===== config.mk =====
export PLATFORM = sky130hd
export DESIGN_NAME = master_control_path
export DESIGN_NICKNAME = d
export VERILOG_FILES = /design/src/rtl/master_ctrl_pkg.sv /design/src/rtl/master_control_path_phase_counter.sv /design/src/rtl/master_control_path.sv
export SDC_FILE = /design/constraint.sdc
export NUM_CORES = 1
export LEC_CHECK = 0
export CAP_MARGIN = 20
export CORE_ASPECT_RATIO = 0.6
export CORE_UTILIZATION = 61
export DETAILED_ROUTE_END_ITERATION = 10
export PLACE_DENSITY = 0.86
export SLEW_MARGIN = 30
export SYNTH_ARGS = -nofsm -noshare
export SYNTH_HDL_FRONTEND = slang
export SYNTH_SLANG_ARGS = --single-unit
export TNS_END_PERCENT = 1

===== constraint.sdc =====
create_clock -name clk -period 7.9 [get_ports clk]
set_input_delay 0.79 -clock clk [delete_from_list [all_inputs] [get_ports clk]]
set_output_delay 0.79 -clock clk [all_outputs]
set_load 0.05 [all_outputs]

===== src/rtl/master_ctrl_pkg.sv =====
// master_ctrl_pkg: shared types and helpers for the master control path.
//   state_t      - sequencing FSM states
//   nl_tbl_t     - latched per-layer neuron counts (entry k = layer k)
//   nl_sel       - select a layer's neuron count by index
//   nl_eff       - neuron count with 0 promoted to 1
//   clamp_layers - layer count limited to MAX_LAYERS
package master_ctrl_pkg;

  localparam int unsigned MAX_LAYERS = 5;
  localparam int unsigned IDX_W      = 6;

  typedef enum logic [3:0] {
    IDLE,
    LOAD_B,
    LOAD_W,
    COMPUTE,
    ACCUM,
    SHIFT,
    ACTIVATE,
    WRITE,
    DONE
  } state_t;

  typedef logic [MAX_LAYERS-1:0][IDX_W-1:0] nl_tbl_t;

  function automatic logic [IDX_W-1:0] nl_sel(input nl_tbl_t tbl,
                                              input logic [IDX_W-1:0] idx);
    case (idx)
      6'd0:    nl_sel = tbl[0];
      6'd1:    nl_sel = tbl[1];
      6'd2:    nl_sel = tbl[2];
      6'd3:    nl_sel = tbl[3];
      default: nl_sel = tbl[4];
    endcase
  endfunction

  function automatic logic [IDX_W-1:0] nl_eff(input logic [IDX_W-1:0] v);
    nl_eff = (v == '0) ? IDX_W'(1) : v;
  endfunction

  function automatic logic [IDX_W-1:0] clamp_layers(input logic [IDX_W-1:0] v);
    clamp_layers = (v > IDX_W'(MAX_LAYERS)) ? IDX_W'(MAX_LAYERS) : v;
  endfunction

endpackage


===== src/rtl/master_control_path_phase_counter.sv =====
// phase_counter: loadable down-counter with terminal-count flag.
//   clk, reset   - clock, asynchronous active-high reset
//   load         - load load_val on the next edge (overrides counting)
//   load_val     - value to load (phase length minus one)
//   tc           - high while the count is zero; the count rests at zero
module phase_counter #(
  parameter int unsigned W = 8
) (
  input  logic         clk,
  input  logic         reset,
  input  logic         load,
  input  logic [W-1:0] load_val,
  output logic         tc
);

  logic [W-1:0] cnt_q, cnt_d;

  always_comb begin
    cnt_d = cnt_q;
    if (load) begin
      cnt_d = load_val;
    end else if (cnt_q != '0) begin
      cnt_d = cnt_q - W'(1);
    end
  end

  always_ff @(posedge clk or posedge reset) begin
    if (reset) begin
      cnt_q <= '0;
    end else begin
      cnt_q <= cnt_d;
    end
  end

  assign tc = (cnt_q == '0);

endmodule


===== src/rtl/master_control_path.sv =====
// master_control_path: layer-serial sequencing FSM for the NN engine.
// Walks layers 0..no_layers-1 and every input of each layer, driving the
// load/compute/accumulate/activate/write strobes of the compute bank.
//   clk, reset     - clock, asynchronous active-high reset
//   start          - run request, sampled in IDLE
//   no_layers      - layer count (0 -> straight to DONE, >5 clamped to 5)
//   nl1..nl5       - neuron counts of layers 0..4 (0 treated as 1)
//   weight_en, bias_en, bias_sign, compute_en, af_en,
//   out_shft_en, out_wr_en, output_sig - datapath strobes
//   tot_complete   - network finished (held in DONE)
//   n, i           - current layer / input index
//   busy           - only with MCP_BUSY_OUT_EN defined: run in progress
module master_control_path
  import master_ctrl_pkg::*;
#(
  parameter int unsigned NUM_IN0        = 3,
  parameter int unsigned COMPUTE_CYCLES = 16,
  parameter int unsigned AF_CYCLES      = 16
) (
  input  logic             clk,
  input  logic             reset,
  input  logic             start,
  input  logic [IDX_W-1:0] no_layers,
  input  logic [IDX_W-1:0] nl1,
  input  logic [IDX_W-1:0] nl2,
  input  logic [IDX_W-1:0] nl3,
  input  logic [IDX_W-1:0] nl4,
  input  logic [IDX_W-1:0] nl5,
  output logic             weight_en,
  output logic             bias_en,
  output logic             compute_en,
  output logic             af_en,
  output logic             out_shft_en,
  output logic             out_wr_en,
  output logic             output_sig,
  output logic             bias_sign,
  output logic             tot_complete,
  output logic [IDX_W-1:0] n,
  output logic [IDX_W-1:0] i
`ifdef MCP_BUSY_OUT_EN
  ,
  output logic             busy
`endif
);

  localparam int unsigned CNT_W = $clog2(COMPUTE_CYCLES + AF_CYCLES + (1 << IDX_W));
  localparam logic [CNT_W-1:0] COMP_LD = CNT_W'(COMPUTE_CYCLES - 1);
  localparam logic [CNT_W-1:0] AF_LD   = CNT_W'(AF_CYCLES - 1);
  localparam logic [IDX_W-1:0] IN0     = IDX_W'(NUM_IN0);

  state_t           state_q, state_d;
  logic [IDX_W-1:0] n_q, n_d, i_q, i_d;
  logic [IDX_W-1:0] nlay_q, nlay_d;
  nl_tbl_t          nl_q, nl_d;
  logic             osig_q, osig_d;

  logic             cnt_load;
  logic [CNT_W-1:0] cnt_val;
  logic             cnt_tc;

  logic [IDX_W-1:0] nl_cur, nl_nxt, in_cur, start_layers;
  nl_tbl_t          start_tbl;
  logic             last_in, last_layer;

  phase_counter #(.W(CNT_W)) u_phase_cnt (
    .clk      (clk),
    .reset    (reset),
    .load     (cnt_load),
    .load_val (cnt_val),
    .tc       (cnt_tc)
  );

  // Layer geometry from the latched table; inputs of layer n>0 = NL of n-1.
  always_comb begin
    nl_cur       = nl_sel(nl_q, n_q);
    nl_nxt       = nl_sel(nl_q, n_q + IDX_W'(1));
    in_cur       = (n_q == '0) ? IN0 : nl_sel(nl_q, n_q - IDX_W'(1));
    last_in      = (i_q == in_cur - IDX_W'(1));
    last_layer   = (n_q == nlay_q - IDX_W'(1));
    start_tbl    = {nl_eff(nl5), nl_eff(nl4), nl_eff(nl3), nl_eff(nl2), nl_eff(nl1)};
    start_layers = clamp_layers(no_layers);
  end

  // The phase counter is loaded on the edge that enters a timed phase,
  // so tc marks the last cycle of that phase.
  always_comb begin
    state_d  = state_q;
    n_d      = n_q;
    i_d      = i_q;
    nlay_d   = nlay_q;
    nl_d     = nl_q;
    osig_d   = osig_q;
    cnt_load = 1'b0;
    cnt_val  = '0;
    case (state_q)
      IDLE: begin
        if (start) begin
          nl_d   = start_tbl;
          nlay_d = start_layers;
          n_d    = '0;
          i_d    = '0;
          osig_d = 1'b0;
          if (start_layers == '0) begin
            state_d = DONE;
          end else begin
            state_d  = LOAD_B;
            cnt_load = 1'b1;
            cnt_val  = CNT_W'(start_tbl[0]) - CNT_W'(1);
          end
        end
      end
      LOAD_B: begin
        if (cnt_tc) begin
          state_d  = LOAD_W;
          cnt_load = 1'b1;
          cnt_val  = CNT_W'(nl_cur) - CNT_W'(1);
        end
      end
      LOAD_W: begin
        if (cnt_tc) begin
          state_d  = COMPUTE;
          cnt_load = 1'b1;
          cnt_val  = COMP_LD;
        end
      end
      COMPUTE: begin
        if (cnt_tc) state_d = ACCUM;
      end
      ACCUM: state_d = SHIFT;
      SHIFT: begin
        cnt_load = 1'b1;
        if (last_in) begin
          state_d = ACTIVATE;
          cnt_val = AF_LD;
        end else begin
          state_d = LOAD_W;
          i_d     = i_q + IDX_W'(1);
          cnt_val = CNT_W'(nl_cur) - CNT_W'(1);
        end
      end
      ACTIVATE: begin
        if (cnt_tc) state_d = WRITE;
      end
      WRITE: begin
        if (last_layer) begin
          state_d = DONE;
        end else begin
          state_d  = LOAD_B;
          n_d      = n_q + IDX_W'(1);
          i_d      = '0;
          osig_d   = 1'b1;
          cnt_load = 1'b1;
          cnt_val  = CNT_W'(nl_nxt) - CNT_W'(1);
        end
      end
      DONE: begin
        // Indices and output_sig are cleared on the way out so IDLE shows all zeros.
        if (!start) begin
          state_d = IDLE;
          n_d     = '0;
          i_d     = '0;
          osig_d  = 1'b0;
        end
      end
      default: state_d = IDLE;
    endcase
  end

  always_ff @(posedge clk or posedge reset) begin
    if (reset) begin
      state_q <= IDLE;
      n_q     <= '0;
      i_q     <= '0;
      nlay_q  <= '0;
      nl_q    <= '0;
      osig_q  <= 1'b0;
    end else begin
      state_q <= state_d;
      n_q     <= n_d;
      i_q     <= i_d;
      nlay_q  <= nlay_d;
      nl_q    <= nl_d;
      osig_q  <= osig_d;
    end
  end

  // Strobes are decoded from the state register only, so they are glitch-free
  // and mutually exclusive by construction.
  always_comb begin
    weight_en    = 1'b0;
    bias_en      = 1'b0;
    compute_en   = 1'b0;
    af_en        = 1'b0;
    out_shft_en  = 1'b0;
    out_wr_en    = 1'b0;
    bias_sign    = 1'b0;
    tot_complete = 1'b0;
    case (state_q)
      LOAD_B:   bias_en = 1'b1;
      LOAD_W:   weight_en = 1'b1;
      COMPUTE:  compute_en = 1'b1;
      ACCUM: begin
        compute_en = 1'b1;
        bias_en    = 1'b1;
        bias_sign  = 1'b1;
      end
      SHIFT:    out_shft_en = osig_q;
      ACTIVATE: begin
        compute_en = 1'b1;
        af_en      = 1'b1;
      end
      WRITE:    out_wr_en = 1'b1;
      DONE:     tot_complete = 1'b1;
      default:  ;
    endcase
  end

  assign output_sig = osig_q;
  assign n          = n_q;
  assign i          = i_q;

`ifdef MCP_BUSY_OUT_EN
  assign busy = (state_q != IDLE) && (state_q != DONE);
`endif

endmodule


* After elaboration in Yosys (flattened, before gate mapping)
Cells that the tools add are included.
Word-level totals: output and inout bits 21, bits in read-only memories 0, latch bits 0, word-level logic and storage cells 123, bits in writable memories 0, memories kept 0, bits of input ports 39, flip-flop bits (word level) 60
Operators by class: shifts and indexed selects 0, reductions and logical operators 22, equality and inequality tests 27, bitwise operators 0, $mul 0, div/mod/pow operators 0, add/sub/neg operators 9, muxes and demuxes 53, order comparisons 1
Operators by type and width (number):
- case mux 6 bit (4 select lines) | 4
- 2-to-1 mux 6 bit | 12
- zero test 6 bit | 9
- 2-to-1 mux 7 bit | 7
- == test 6 x 2 -> 1 bit (second input constant) | 6
- 2-to-1 mux 4 bit | 9
- case mux 4 bit (9 select lines) | 1
- case mux 7 bit (5 select lines) | 1
- subtractor 6 x 1 -> 7 bit (second input constant) | 3
- == test 6 x 1 -> 1 bit (second input constant) | 3
- case mux 6 bit (3 select lines) | 1
- subtractor 6 x 1 -> 6 bit (second input constant) | 3
- == test 4 x 3 -> 1 bit (second input constant) | 4
- inequality test 2 bit (second input constant) | 8
- 2-to-1 mux 1 bit | 15
- adder 6 x 1 -> 6 bit (second input constant) | 2
- == test 6 bit | 2
- == test 4 x 2 -> 1 bit (second input constant) | 2
- zero test 7 bit | 1
- nonzero test 7 bit | 1
- subtractor 7 x 1 -> 7 bit (second input constant) | 1
- > comparator 6 x 3 -> 1 bit (second input constant) | 1
- AND reduction 6 bit | 1
- AND reduction 5 bit | 1
- 13 further kinds | 14

* Depth between registers and ports, before layout
Gate-level depths: netlist (run 1).
depth in word-level cells 9, mapped depth 16, gate-level depth less buffers 13

* By module
From an unflattened synthesis (run 1), not the netlist that was laid out.
Second synthesis, totals: cells, all modules 520, area, all modules 4544.4 sq um
By module, submodules not included:
- master_control_path | times used 1, area each 4087.7 sq um, sequential area each 1326.3 sq um, cells an instance 474
- phase_counter | times used 1, area each 456.7 sq um, sequential area each 175.2 sq um, cells an instance 46

* Least setup slack after synthesis (run 1)
Ideal clock, no wire load.
kind register to register, from reg n_q[0] (netlist: n[0]), to reg i_q[5] (netlist: i[5]), setup time 120 ps, data arrival time 3796 ps, cell stages (with the launch flop) 16, data required time 7780 ps, clock period less this slack 3916 ps, setup slack 3984 ps, path buffers 3, cell sequence dfrtp_1 -> clkbuf_1 -> inv_1 -> ha_1 -> or4_1 -> and3_1 -> buf_6 -> nor2_1 -> a211oi_2 -> ha_1 -> xnor2_1 -> o2111ai_1 -> o2111ai_4 -> buf_6 -> a22o_1 -> a31o_1
On the way: cells in the longest elaborated chain, start to end 8, elaborated cells between the ends (all ways) 14, classes of those cells 2 x add/sub; 7 x eq/ne; 2 x mux; 3 x reduce/logical
RTL lines:
- start: declaration | line master_control_path.sv:52 | logic [IDX_W-1:0] n_q, n_d, i_q, i_d;
- start signal: assignment | line master_control_path.sv:179 | n_q <= n_d;
- subtractor 6 x 1 -> 6 bit | line master_control_path.sv:77 | in_cur = (n_q == '0) ? IN0 : nl_sel(nl_q, n_q - IDX_W'(1));
- == test 6 x 2 -> 1 bit (tied with other cells) | line master_ctrl_pkg.sv:28 | case (idx)
- case mux 6 bit (4 select lines) | line master_ctrl_pkg.sv:28
- 2-to-1 mux 6 bit | line master_control_path.sv:77
- subtractor 6 x 1 -> 6 bit | line master_control_path.sv:78 | last_in = (i_q == in_cur - IDX_W'(1));
- == test 6 bit | line master_control_path.sv:78
- inequality test 2 bit (no line)
- AND reduction 5 bit (no line) *
- end signal: assignment | line master_control_path.sv:180 | i_q <= i_d;
- end: declaration | line master_control_path.sv:52
Every way passes the cells marked *; elsewhere a longest branch is shown, timed or not. A chain may end at the register's enable or synchronous reset.

* Worst setup path after layout (run 1)
from reg n_q[0] (netlist: n[0]), to reg i_q[2] (netlist: i[2])
The elaborated chain is that of the path after synthesis.

==> results.py, run 1 <==
metrics = {
    "worst_hold_path": {
        "hold_path_class": "flip-flop to flip-flop",
        "min_from": "nlay_q[5]$_DFFE_PP0P_",
    },
    "cts": {
        "ctsHtreeMaxLevel": 3,
        "postCtsSetupBuffers": 0,
        "clk_pin_slew_ns": 0.05,
        "hold_buffers": 0,
        "numCtsBuffers": 9,
        "post_cts_resized": 0,
        "cts_tree": "built",
        "clockRootBuffer": "clkbuf_16",
        "clkLatencyLatePin_ns": 0.33,
        "cts.sinks": 60,
        "clock_path_buffers": 2,
    },
    "timing": {
        "skew_ns": 0.00428,
        "hold_violations": 0,
        "worstMarginPinSlew_ns": 0.850,
        "fin_crit_sh_pct": 55.5,
        "tns_ns": 0,
        "relSlewSlack_pct": 42.8,
        "finalSetupViolCount": 0,
        "fin_crit_ns": 4.39,
        "fmax_ghz": 0.228,
        "drv_slew": 0,
        "rsz0062_at_grt": "no",
    },
    "worst_setup_path": {
        "worstRegToRegCells": 12,
        "cpPeakStageDelay_ns": 0.84,
        "crit_start": "n[0]$_DFFE_PP0P_",
        "cp.required_ns": 8.11,
        "critPathArrivalTime_ns": 4.60,
        "reg2reg_from": "n[0]$_DFFE_PP0P_",
        "critPathKind": "flip-flop to flip-flop",
        "reg2reg_slack_ns": 3.51,
        "cp-start-kind": "flip-flop",
        "r2r-end": "i[2]$_DFFE_PP0P_",
        "crit_end": "i[2]$_DFFE_PP0P_",
        "cp_max_fo": 21,
        "crit_path_end_kind": "flip-flop",
        "cp_cell_sequence": "inv_1, ha_1, nor4_1, nor4_4, nor2_1, a211oi_2, ha_1, xnor2_1, o2111ai_1, o2111ai_4, and4b_1, a211o_1",
        "slowest_stage": "nor4_1",
        "cpMostUsedCell": "ha_1",
    },
    "yosys": {
        "synth_nets": 566,
        "async_flop_share_pct": 100,
        "yosys.area_share.xor_xnor_pct": 5.42,
        "synth_top_family_by_area": "compound AO/OA/AOI/OAI gates",
        "synth_area_mm2": 0.00453,
        "ys_ff_latch": 60,
        "synth_top_cell_by_area": "dfrtp_1",
        "yosys-top-cells-area": "dfrtp_1 (33%), mux2_2 (6.2%), a22oi_1 (4.3%)",
        "synthAdderAreaFrac_pct": 3.59,
        "yosys_warnings": 0,
        "ys.flop_type": "dfrtp_1",
        "synth_top_area_share_pct": 33.2,
        "synth_cells": 514,
        "synth_cell_types": 72,
        "muxShareOfSynthArea_pct": 6.66,
        "synth_edf_count": 0,
        "avgSynthCellArea_um2": 8.81,
        "synth_top_cells_by_count": "dfrtp_1 (60), nand2_1 (43), nor2_1 (35)",
        "synth_seq_area_share_pct": 33.2,
        "yosys.cell_count.top_type": "dfrtp_1",
        "yosys.area_share.simple_pct": 20.6,
        "synth_compound_area_share_pct": 25.8,
    },
    "global_routing": {
        "grt_use_total_pct": 34.5,
        "grt_pass1_vias": 4122,
        "busiest_layer": "met2",
        "grtUsageMet3_pct": 10.8,
        "grt-ovfl-total": 0,
        "use_met2_pct": 54.1,
        "use_met1_pct": 45.7,
        "antenna_found_initial": 0,
        "grt_pass1_wl_mm": 20.4,
        "grt_max_degree": 46,
    },
    "detailed_routing": {
        "drt-total-wl_mm": 12.7,
        "vias": 4425,
        "drt_iter0_drc": 558,
        "wl_per_cell_um": 19.7,
        "drt_pass1_iterations": 5,
        "ant_nets": 0,
        "avgViaCountPerCell": 6.86,
        "drc": 0,
    },
    "floorplanning": {
        "start_util_pct": 65.5,
        "die_h_um": 68.7,
        "ios": 60,
        "rows": 23,
        "fp.coreArea_mm2": 0.00691,
        "die_area_mm2": 0.00778,
        "die_w_um": 113,
    },
    "placement": {
        "gp_congestion": 0.993,
        "placed_cells": 630,
        "hpwl_mm": 9.42,
        "io_buffers": 59,
    },
    "layout": {
        "layout-drive-gt1-share_pct": 11.3,
        "finalNetCount": 606,
        "final_cells": 645,
        "syn_to_final_growth_pct": 19.1,
        "n_antenna_cell": 0,
        "fillCellCount": 476,
        "utilization_pct": 78.0,
    },
    "run": {
        "drv_cap": 0,
    },
    "power_and_ir_drop": {
        "max-vdd-ir-drop_uv": 279,
        "power_density_mw_per_mm2": 428,
        "p_leak_nw": 2.22,
    },
    "outcome": {
        "outcome": "finished clean",
    },
}
==> cell usage in the layout, fill, tap and decap left out, drive strengths merged, types with 3 or more instances in the layout <==
master and instances:
nor3 22, nor3b 4, nand2b 7, a221oi 11, ha 13, a21boi 3
mux2 25, clkbuf 9, a2111oi 3, xnor2 14, or3 6, nand2 44
a211oi 7, and2 7, nand3 13, o21bai 3, or4 5, nor4 7
a21oi 22, a22o 14, o22ai 4, inv 20, a22oi 26, xor2 14
o211ai 4, buf 4, clkinvlp 3, o21ai 25, o2111ai 3, clkdlybuf4s50 59
or2 5, a31oi 5, nand4 4, nor2 36, o31ai 7, dfrtp 60
and3 7
==> worst min-delay path by stage <==
stage	endpoint	slack (ns)	cells past startpoint
floorplan	nlay_q[5]$_DFFE_PP0P_	0.47	1
global placement	nlay_q[5]$_DFFE_PP0P_	0.49	1
detailed placement	nlay_q[5]$_DFFE_PP0P_	0.51	1
CTS	nlay_q[5]$_DFFE_PP0P_	0.52	1
global route	nlay_q[5]$_DFFE_PP0P_	0.56	1
finish	nlay_q[5]$_DFFE_PP0P_	0.52	1
==> cells by family after synthesis <==
family                   count (synthesis)
multiplexers                            27
flip-flops                              60
XOR/XNOR                                28
adder cells (fa/ha/maj)                 13
buffers and inverters                   53
AND/OR/NAND/NOR                        174
AO/OA/AOI/OAI                          159
==> registers in the layout (all words and copies together), names as in the netlist <==
name / flops
nl_q: 30
u_phase_cnt.cnt_q: 7
i: 6
n: 6
nlay_q: 6
state_q: 4
output_sig: 1
==> power breakdown <==
part / leakage [nW] / total, mW / internal [mW] / switching (mW)
registers: 0.746 / 0.623 / 0.430 / 0.194
logic: 1.35 / 1.33 / 0.542 / 0.790
clock network: 0.124 / 0.353 / 0.210 / 0.144
total: 2.22 / 2.31 / 1.18 / 1.13
==> metrics by stage <==
stage	area, um2	power (mW)	hold WS [ns]	setup slack (ns)
detailed placement	5110	1.90	0.510	3.64
floorplan	4530	1.56	0.474	3.98
CTS	5380	2.26	0.522	3.64
global placement	5110	1.84	0.492	3.89
finish	5390	2.31	0.519	3.51
global route	5390	2.44	0.556	3.26
==> area by class of cell <==
cell class	instances	area, um2	area share, %
Clock buffer	9	225	4.18
Multi-Input combinational cell	401	2820	52.3
Clock inverter	6	41.3	0.766
Inverter	19	71.3	1.32
Tap cell	87	109	2.02
Sequential cell	60	1500	27.9
Timing Repair Buffer	63	621	11.5
==> critical path: cells and delay by family (launching register included) <==
family                     cells  cell delay [ns]
buffers and inverters          1             0.17
AOI/OAI and AO/OA              4             1.02
xor gates and xnor gates       1             0.13
and+or+nand+nor                4             1.57
adders and majority gates      2             0.75
DFF                            1             0.63
==> routing by layer <==
layer | vias up | share of wire, %
met5 | - | 0
met4 | 0 | 1.4
met3 | 24 | 11
met2 | 279 | 44
met1 | 2099 | 44
li1 | 2023 | -
(Power assumes the default switching activity.)
==> run 2: changes to the inputs <==
--- a/config.mk
+++ b/config.mk
@@ -7,9 +7,9 @@
 export LEC_CHECK = 0
 export CAP_MARGIN = 20
 export CORE_ASPECT_RATIO = 0.6
-export CORE_UTILIZATION = 61
+export CORE_UTILIZATION = 56
 export DETAILED_ROUTE_END_ITERATION = 10
-export PLACE_DENSITY = 0.86
+export PLACE_DENSITY = 0.8
 export SLEW_MARGIN = 30
 export SYNTH_ARGS = -nofsm -noshare
 export SYNTH_HDL_FRONTEND = slang
==> constraint.sdc (replaced) <==
create_clock -name clk -period 4.5 [get_ports clk]
set_input_delay 0.45 -clock clk [delete_from_list [all_inputs] [get_ports clk]]
set_output_delay 0.45 -clock clk [all_outputs]
set_load 0.05 [all_outputs]
==> run 2 against run 1 <==
Cell area is 1.5% higher. Register-to-register slack worse by 3.2 ns. Sequential cell count stayed put. Die area is 8.7% higher. Clock power is 100% higher. Non-clock buffer count is 5 higher. Critical endpoint is now u_phase_cnt.cnt_q[2]$_DFFE_PP0P_. Largest cell class unchanged. Largest power group unchanged.
==> results.py, run 2 (synthesized netlist as in run 1, its figures left out) <==
metrics = {
    "detailed_routing": {
        "wl_met3_mm": 1.18,
        "vias": 4430,
        "drc": 0,
        "top_layer": "met4",
        "wl_met1_mm": 5.94,
        "dr_wl_met2_mm": 5.49,
        "avgViaCountPerCell": 6.63,
        "drt_iter0_drc": 529,
        "drt-total-wl_mm": 12.7,
        "wl_per_cell_um": 19.0,
        "ant_nets": 0,
        "drt_pass1_iterations": 5,
    },
    "global_routing": {
        "grt-ovfl-total": 0,
        "grt_pass1_wl_mm": 20.8,
        "grt_use_total_pct": 31.7,
        "grt_pass1_vias": 4091,
        "antenna_found_initial": 0,
        "grt_max_degree": 46,
    },
    "placement": {
        "placed_cells": 652,
        "io_buffers": 59,
        "place_ws_ns": 0.389,
        "gp_congestion": 1.01,
        "hpwl_mm": 9.44,
    },
    "worst_setup_path": {
        "reg2reg_from": "n[0]$_DFFE_PP0P_",
        "crit_path_end_kind": "flip-flop",
        "cp-start-kind": "flip-flop",
        "crit_start": "n[0]$_DFFE_PP0P_",
        "critPathKind": "flip-flop to flip-flop",
        "cp.required_ns": 4.69,
        "cp_max_fo": 15,
        "critPathArrivalTime_ns": 4.40,
    },
    "cts": {
        "clock_path_buffers": 2,
        "clockRootBuffer": "clkbuf_16",
        "hold_buffers": 0,
        "cts.sinks": 60,
        "post_cts_resized": 0,
        "clkLatencyLatePin_ns": 0.35,
        "cts_tree": "built",
        "clk_pin_slew_ns": 0.06,
        "numCtsBuffers": 9,
        "ctsHtreeMaxLevel": 3,
        "postCtsSetupBuffers": 0,
    },
    "timing": {
        "drv_slew": 0,
        "fin_crit_sh_pct": 93.6,
        "worstMarginPinSlew_ns": 0.952,
        "worst_slack_ns": 0.290,
        "relSlewSlack_pct": 35.7,
        "fmax_ghz": 0.238,
        "finalSetupViolCount": 0,
        "rsz0062_at_grt": "no",
        "tns_ns": 0,
        "hold_violations": 0,
        "skew_ns": 0.0102,
        "fin_crit_ns": 4.21,
    },
    "power_and_ir_drop": {
        "p_sw_mw": 1.97,
        "power_density_mw_per_mm2": 752,
        "p_leak_nw": 2.26,
        "p_int_mw": 2.15,
        "p_total_mw": 4.11,
        "p_sw_share_pct": 47.8,
        "clkPwrFrac_pct": 17.2,
        "max-vdd-ir-drop_uv": 348,
        "p_seq_share_pct": 26.5,
        "combPwrFrac_pct": 56.3,
    },
    "layout": {
        "top_regs": "nl_q (30), u_phase_cnt.cnt_q (7)",
        "fillCellCount": 602,
        "n_antenna_cell": 0,
        "layout_commonest_cell": "dfrtp_1",
        "utilization_pct": 72.6,
        "layout-drive-gt1-share_pct": 11.9,
        "final_cells": 668,
        "register_area_mm2": 0.00150,
        "top_register": "nl_q",
        "mostFrequentLayoutCells": "dfrtp_1 (60), clkdlybuf4s50_1 (59), nand2_1 (43)",
        "finalNetCount": 611,
        "syn_to_final_growth_pct": 20.8,
        "multi_input_area_mm2": 0.00281,
        "largest_reg_flops": 30,
    },
    "floorplanning": {
        "start_util_pct": 60.1,
        "die_w_um": 118,
        "rows": 24,
        "die_area_mm2": 0.00846,
        "ios": 60,
        "fp.coreArea_mm2": 0.00754,
        "die_h_um": 71.6,
    },
    "outcome": {
        "outcome": "finished clean",
    },
    "run": {
        "drv_cap": 0,
    },
    "worst_hold_path": {
        "hold_path_class": "input pin to asynchronous set/reset pin",
    },
}
-- run 2: cell count changes in the layout (fill, tap and decap cells not counted) --
cell        before  now
clkinv_4         0    2
bufinv_16        0    1
o41ai_1          0    1
clkinvlp_4       3    2
a2bb2oi_1        1    2
a2bb2oi_2        1    0
o41ai_2          1    0
clkinv_2         2    1
buf_4            4    9
-- run 2: stage by stage --
| step | area, um2 | hold slack, ns |
|---|---|---|
| 5_1_grt | 5470 | 0.526 |
| 4_1_cts | 5470 | 0.489 |
| 6_report | 5470 | 0.471 |
| 2_1_floorplan | 4530 | 0.474 |
| 3_5_place_dp | 5170 | 0.508 |
| 3_3_place_gp | 5170 | 0.492 |
-- run 2: routing by layer --
layer / vias up / global-route usage, %
li1: 2030 / -
met1: 2172 / 44.9
met3: 13 / 7.09
met2: 215 / 48.6
met4: 0 / 9.40
met5: - / 0
-- run 2: critical path: stages (launching register included) --
cell,delay (ns)
dfrtp_1,0.59
inv_1,0.16
ha_1,0.41
nor4_1,0.80
nor4_4,0.17
or4_1,0.56
o2111ai_2,0.13
or2_1,0.15
a21boi_2,0.06
o2111ai_4,0.44
a2bb2oi_1,0.37
o311ai_0,0.20
-- run 2: path summary, 6_finish.rpt --
check	endpoint	slack [ns]	depth (start not counted)
worst max-delay path	u_phase_cnt.cnt_q[2]$_DFFE_PP0P_	0.29	11
worst min-delay path	n[3]$_DFFE_PP0P_	0.47	2
worst max register to register	u_phase_cnt.cnt_q[2]$_DFFE_PP0P_	0.29	11
worst min register to register	nlay_q[5]$_DFFE_PP0P_	0.52	1
max in group asynchronous	nl_q[8]$_DFFE_PP0P_	3.15	3
min in group clk	nlay_q[5]$_DFFE_PP0P_	0.52	1
-- run 2: layout make-up --
type | instances | share of cell area, %
clock inverter | 7 | 1.40
inverter | 19 | 1.30
tap | 104 | 2.38
sequential | 60 | 27.4
multi-input combinational | 401 | 51.3
clock buffer | 9 | 4.12
timing repair buffer | 68 | 12.0
-- run 2: power by group through the flow --
stage,clock network [mW],registers [mW],logic [mW]
6_report,0.706,1.09,2.31
3_5_place_dp,0,1.08,2.25
4_1_cts,0.710,1.07,2.27
3_3_place_gp,0,1.06,2.20
5_1_grt,0.732,1.12,2.50
2_1_floorplan,0,0.997,1.74
==> RTL change 1: new RTL, settings of run 1 <==
Encoding of `state_t`: now one-hot (9 bits for 9 states).
--- a/src/rtl/master_ctrl_pkg.sv
+++ b/src/rtl/master_ctrl_pkg.sv
@@ -11,12 +11,12 @@
 
-  typedef enum logic [3:0] {
-    IDLE,
-    LOAD_B,
-    LOAD_W,
-    COMPUTE,
-    ACCUM,
-    SHIFT,
-    ACTIVATE,
-    WRITE,
-    DONE
+  typedef enum logic [8:0] {
+    IDLE     = 9'b000000001,
+    LOAD_B   = 9'b000000010,
+    LOAD_W   = 9'b000000100,
+    COMPUTE  = 9'b000001000,
+    ACCUM    = 9'b000010000,
+    SHIFT    = 9'b000100000,
+    ACTIVATE = 9'b001000000,
+    WRITE    = 9'b010000000,
+    DONE     = 9'b100000000
   } state_t;
Function: no difference found for any inputs over 10 cycles, from zero or initial values and one cycle with reset high; not proved beyond that.
==> RTL change 1 against run 1 <==
Final area rose by 4.3%; synthesized area up 3.0%; sequential cell count increased by 5; highest routed layer unchanged; routed wire length grew 4.8%; core utilization fell by 1.3 points; worst setup slack lost 0.69 ns; count of clock-buffer cells in the layout did not move.
Power is not compared: it rests on default switching activity, and its combinational part moved more than twofold at a synthesized area within 25%.
==> RTL change 1: results (changes against run 1) <==
[timing]
worst_slew_pin_slew_ns=0.8973  ; +0.04701 ns

[routing]
met1Wirelength_um=5998  ; +8.3%
drtIter0Drc=480  ; -14%
dr_wl_met2_um=5696  ; +2.2%
via_count=4569  ; +3.3%
avgRoutedWirePerCell_um=19.20  ; -2.6%

[setup_path]
slowest_delay_ns=0.67  ; -0.17 ns
cpMaxStageDelayCell=nor3_2
rr_endpoint=i[3]
reg2reg_depth=17  ; +5
rrSetupSlack_ns=2.82  ; -0.69 ns

[final_layout]
reg_top3=nl_q (30), state_q (9), u_phase_cnt.cnt_q (7)
fillers=550  ; +16%
final-clk-cell-share_pct=6.119  ; +1.2 points
multi_input_area_share_pct=50.04  ; -2.3 points
regArea_mm2=0.001628  ; +8.4%
nonClkBufAreaFrac_pct=10.77  ; -0.74 points
drive_gt1_share_pct=11.36  ; +0.066 points
nonClockBufferCount=61  ; -3.2%

[global_route]
grt_max_degree=66  ; +43%
grt_busiest_layer=met1
grtUsageTotal_pct=35.49  ; +1.0 points

[placement]
dp.final_hpwl_um=9457  ; +0.35%
place_area_mm2=0.005271  ; +3.2%

[logic_synthesis]
synth_seq_area_share_pct=34.91  ; +1.7 points
synth_nets=594  ; +4.9%

[clock_network]
cts.sinks=65  ; +8.3%

[run_status]
status=finished, final reports clean

[floorplan]
rows=24  ; +4.3%

[min_path]
whs_path_depth=2  ; +1
hold_path_end=output_sig

RTL change 1: logic make-up (layout without fill, tap and decap cells):
logic type,count (synthesis),after routing,share of synthesized area [%]
buffers and inverters,56,104,4.910
and+or+nand+nor,197,197,21.52
adders and majority gates,13,13,3.488
DFF,65,65,34.91
AOI/OAI and AO/OA,150,150,21.71
muxes,33,33,8.210
xor gates and xnor gates,28,28,5.259
RTL change 1: per-stage QoR:
stage	total power, uW	utilization (%)	std cells	worst slack (ns)
finish	1637	76.74	694	2.819
global route	1720	76.74	694	2.459
detailed placement	1152	71.94	678	3.009
global placement	1133	71.94	678	3.221
CTS	1620	76.64	694	2.954
floorplan	975.9	-	542	3.430
RTL change 1: tightest hold or removal path, delay by kind of cell, from the launching register on:
family / cells / cell delay, ns
simple gates: 2 / 0.10
flops: 1 / 0.35
RTL change 1: power breakdown:
part           total, uW  switching (uW)  internal, uW
logic                584             311           273
registers            593             151           442
clock network        460             152           308
==> RTL change 2: new RTL, config.mk and constraints of run 1 <==
Made on the original files. Set the package constant `IDX_W` to 5 (it was 6).
--- a/src/rtl/master_ctrl_pkg.sv
+++ b/src/rtl/master_ctrl_pkg.sv
@@ -9,3 +9,3 @@
   localparam int unsigned MAX_LAYERS = 5;
-  localparam int unsigned IDX_W      = 6;
+  localparam int unsigned IDX_W      = 5;
 
Interface: changed (8 resized); port bits go from 60 to 52. No check against the original RTL was run, so the function may have changed too.
==> RTL change 2 against run 1 <==
Synthesized cell count fell by 10%; clock power fell by 54%; clock skew rose by 0.0030 ns; sequential power fell by 9.8%; routed wire length fell by 6.2%; core utilization fell by 4.1 points; final area fell by 15%; sequential cell count fell by 9; critical path type unchanged; power fell by 13%; synthesized area fell by 13%; worst setup slack improved by 0.43 ns; count of clock-buffer cells in the layout fell by 3; largest power group unchanged.
==> RTL change 2: results (changes against run 1) <==
[final_layout]
fillers=443  ; -6.9%
fin_nets=546  ; -9.9%
largest_register_ffs=25  ; -17%
reg_top3=nl_q (25), u_phase_cnt.cnt_q (6)
drive_gt1_share_pct=9.400  ; -1.9 points

[pwr]
p_sw_uw=1064  ; -5.6%
ir_drop_uv=222.9  ; -20%
power.static_leakage_uw=0.001875  ; -16%

[setup_path]
startpoint_type=flip-flop
rr_endpoint=i[3]
rrSetupSlack_ns=3.94  ; +0.43 ns
slowest_delay_ns=0.80  ; -0.04 ns
worst-path-max-fanout=15  ; -29%
critPathArrivalTime_ns=4.19  ; -0.41 ns

[clock_network]
numCtsBuffers=5  ; -4
path_clk_slew_ns=0.10  ; +0.05 ns
cts-root-buf=clkbuf_8
htree_levels=2  ; -1
cts_max_path_buffers=2  ; unchanged

[routing]
dr.pass1.iters=7  ; +2
drt_wl_total_um=11920  ; -6.2%
drc_errors=0  ; unchanged
drtIter0Drc=551  ; -1.3%
via_count=3994  ; -9.7%
avgRoutedWirePerCell_um=20.41  ; +3.5%

[global_route]
grt_pass1_wl_um=19200  ; -5.8%
grt_max_degree=52  ; +13%
grtUsageTotal_pct=37.02  ; +2.6 points
first_global_vias=3628  ; -12%

[logic_synthesis]
async_reset_ff_share_pct=100.0  ; unchanged
netlist_top_cells_count=51 x dfrtp_1, 51 x nand2_1, 37 x nor2_1, 28 x a21oi_1, 27 x a22oi_1
ys_top_cells_by_area=dfrtp_1 32%, mux2_2 5.4%, a22oi_1 5.2%
netlist.area_leader.share_pct=32.48  ; -0.68 points
yosysUniqueCellTypes=68  ; -5.6%
synth_seq_area_share_pct=32.48  ; -0.68 points
avgSynthCellArea_um2=8.522  ; -3.2%
synth_nets=508  ; -10%

[placement]
place_congestion=0.9276  ; -6.6%
io_buffers=51  ; -14%
dp.final_hpwl_um=8981  ; -4.7%
dp_cells=576  ; -8.6%

[timing]
finClkSkew_ns=0.007314  ; +0.003037 ns
slew_headroom_pct=36.55  ; -6.2 points

[run_status]
status=finished, final reports clean

RTL change 2: changes by cell type after synthesis, sizes merged, moves of 4 or more:
| cell | change |
|---|---|
| a22o | -10 |
| a21oi | +9 |
| clkbuf | -9 |
| dfrtp | -9 |
| a221oi | -7 |
| nand2 | +7 |
| and3 | -5 |
| mux2 | -5 |
| o31ai | -5 |
| a211oi | -4 |
| mux2i | +4 |
| nor2b | +4 |
| or4 | -4 |
| xor2 | -4 |
RTL change 2: per-stage QoR:
step / instance area, um^2 / util, % / hold WS, ns / worst slack [ns]
finish: 4559 / 73.94 / 0.5249 / 3.938
global route: 4559 / 73.94 / 0.5409 / 3.613
CTS: 4559 / 73.94 / 0.5209 / 4.023
detailed placement: 4471 / 72.50 / 0.4930 / 4.040
global placement: 4468 / 72.46 / 0.4925 / 4.186
floorplan: 3929 / - / 0.4726 / 4.038
RTL change 2: cell families (layout without fill, tap and decap cells):
| family | count (synthesis) | count (layout) | share of synthesized area, % |
|---|---|---|---|
| AOI/OAI and AO/OA | 136 | 136 | 24.97 |
| xor gates and xnor gates | 21 | 21 | 4.681 |
| adders and majority gates | 14 | 14 | 4.459 |
| buffers and inverters | 39 | 78 | 3.949 |
| DFF | 51 | 51 | 32.48 |
| muxes | 26 | 26 | 7.357 |
| and+or+nand+nor | 174 | 174 | 22.10 |
RTL change 2: how the worst min path moves through the flow:
stage               from   endpoint  slack, ns  cells after the start
6_report       nlay_q[4]  nlay_q[4]       0.52                      1
3_3_place_gp   nlay_q[4]  nlay_q[4]       0.49                      1
2_1_floorplan  nlay_q[1]  nlay_q[1]       0.47                      2
3_5_place_dp   nlay_q[4]  nlay_q[4]       0.49                      1
5_1_grt        nlay_q[4]  nlay_q[4]       0.54                      1
4_1_cts        nlay_q[4]  nlay_q[4]       0.52                      1
RTL change 2: final cells by class:
cell class              instances  area share [%]
multi-input cells             371           54.78
flip-flops and latches         51           27.99
repair buffers                 53           11.53
well taps                      84           2.305
clock buffers                   6           1.592
inverters                      17           1.454
clock inverters                 2          0.3568
RTL change 2: metal layers:
metal | vias up | share of wire, % | track usage (%)
met5 | - | 0 | 0
met1 | 1913 | 46 | 54.67
met2 | 269 | 41 | 53.70
li1 | 1797 | - | -
met3 | 15 | 12 | 10.92
met4 | 0 | 0.83 | 6.771
RTL change 2: power groups by stage:
stage	Sequential [uW]	Combinational [uW]	Clock (uW)
4_1_cts	546	1250	162
6_report	562	1280	162
3_3_place_gp	545	1200	0
2_1_floorplan	497	951	0
5_1_grt	569	1380	175
3_5_place_dp	551	1240	0
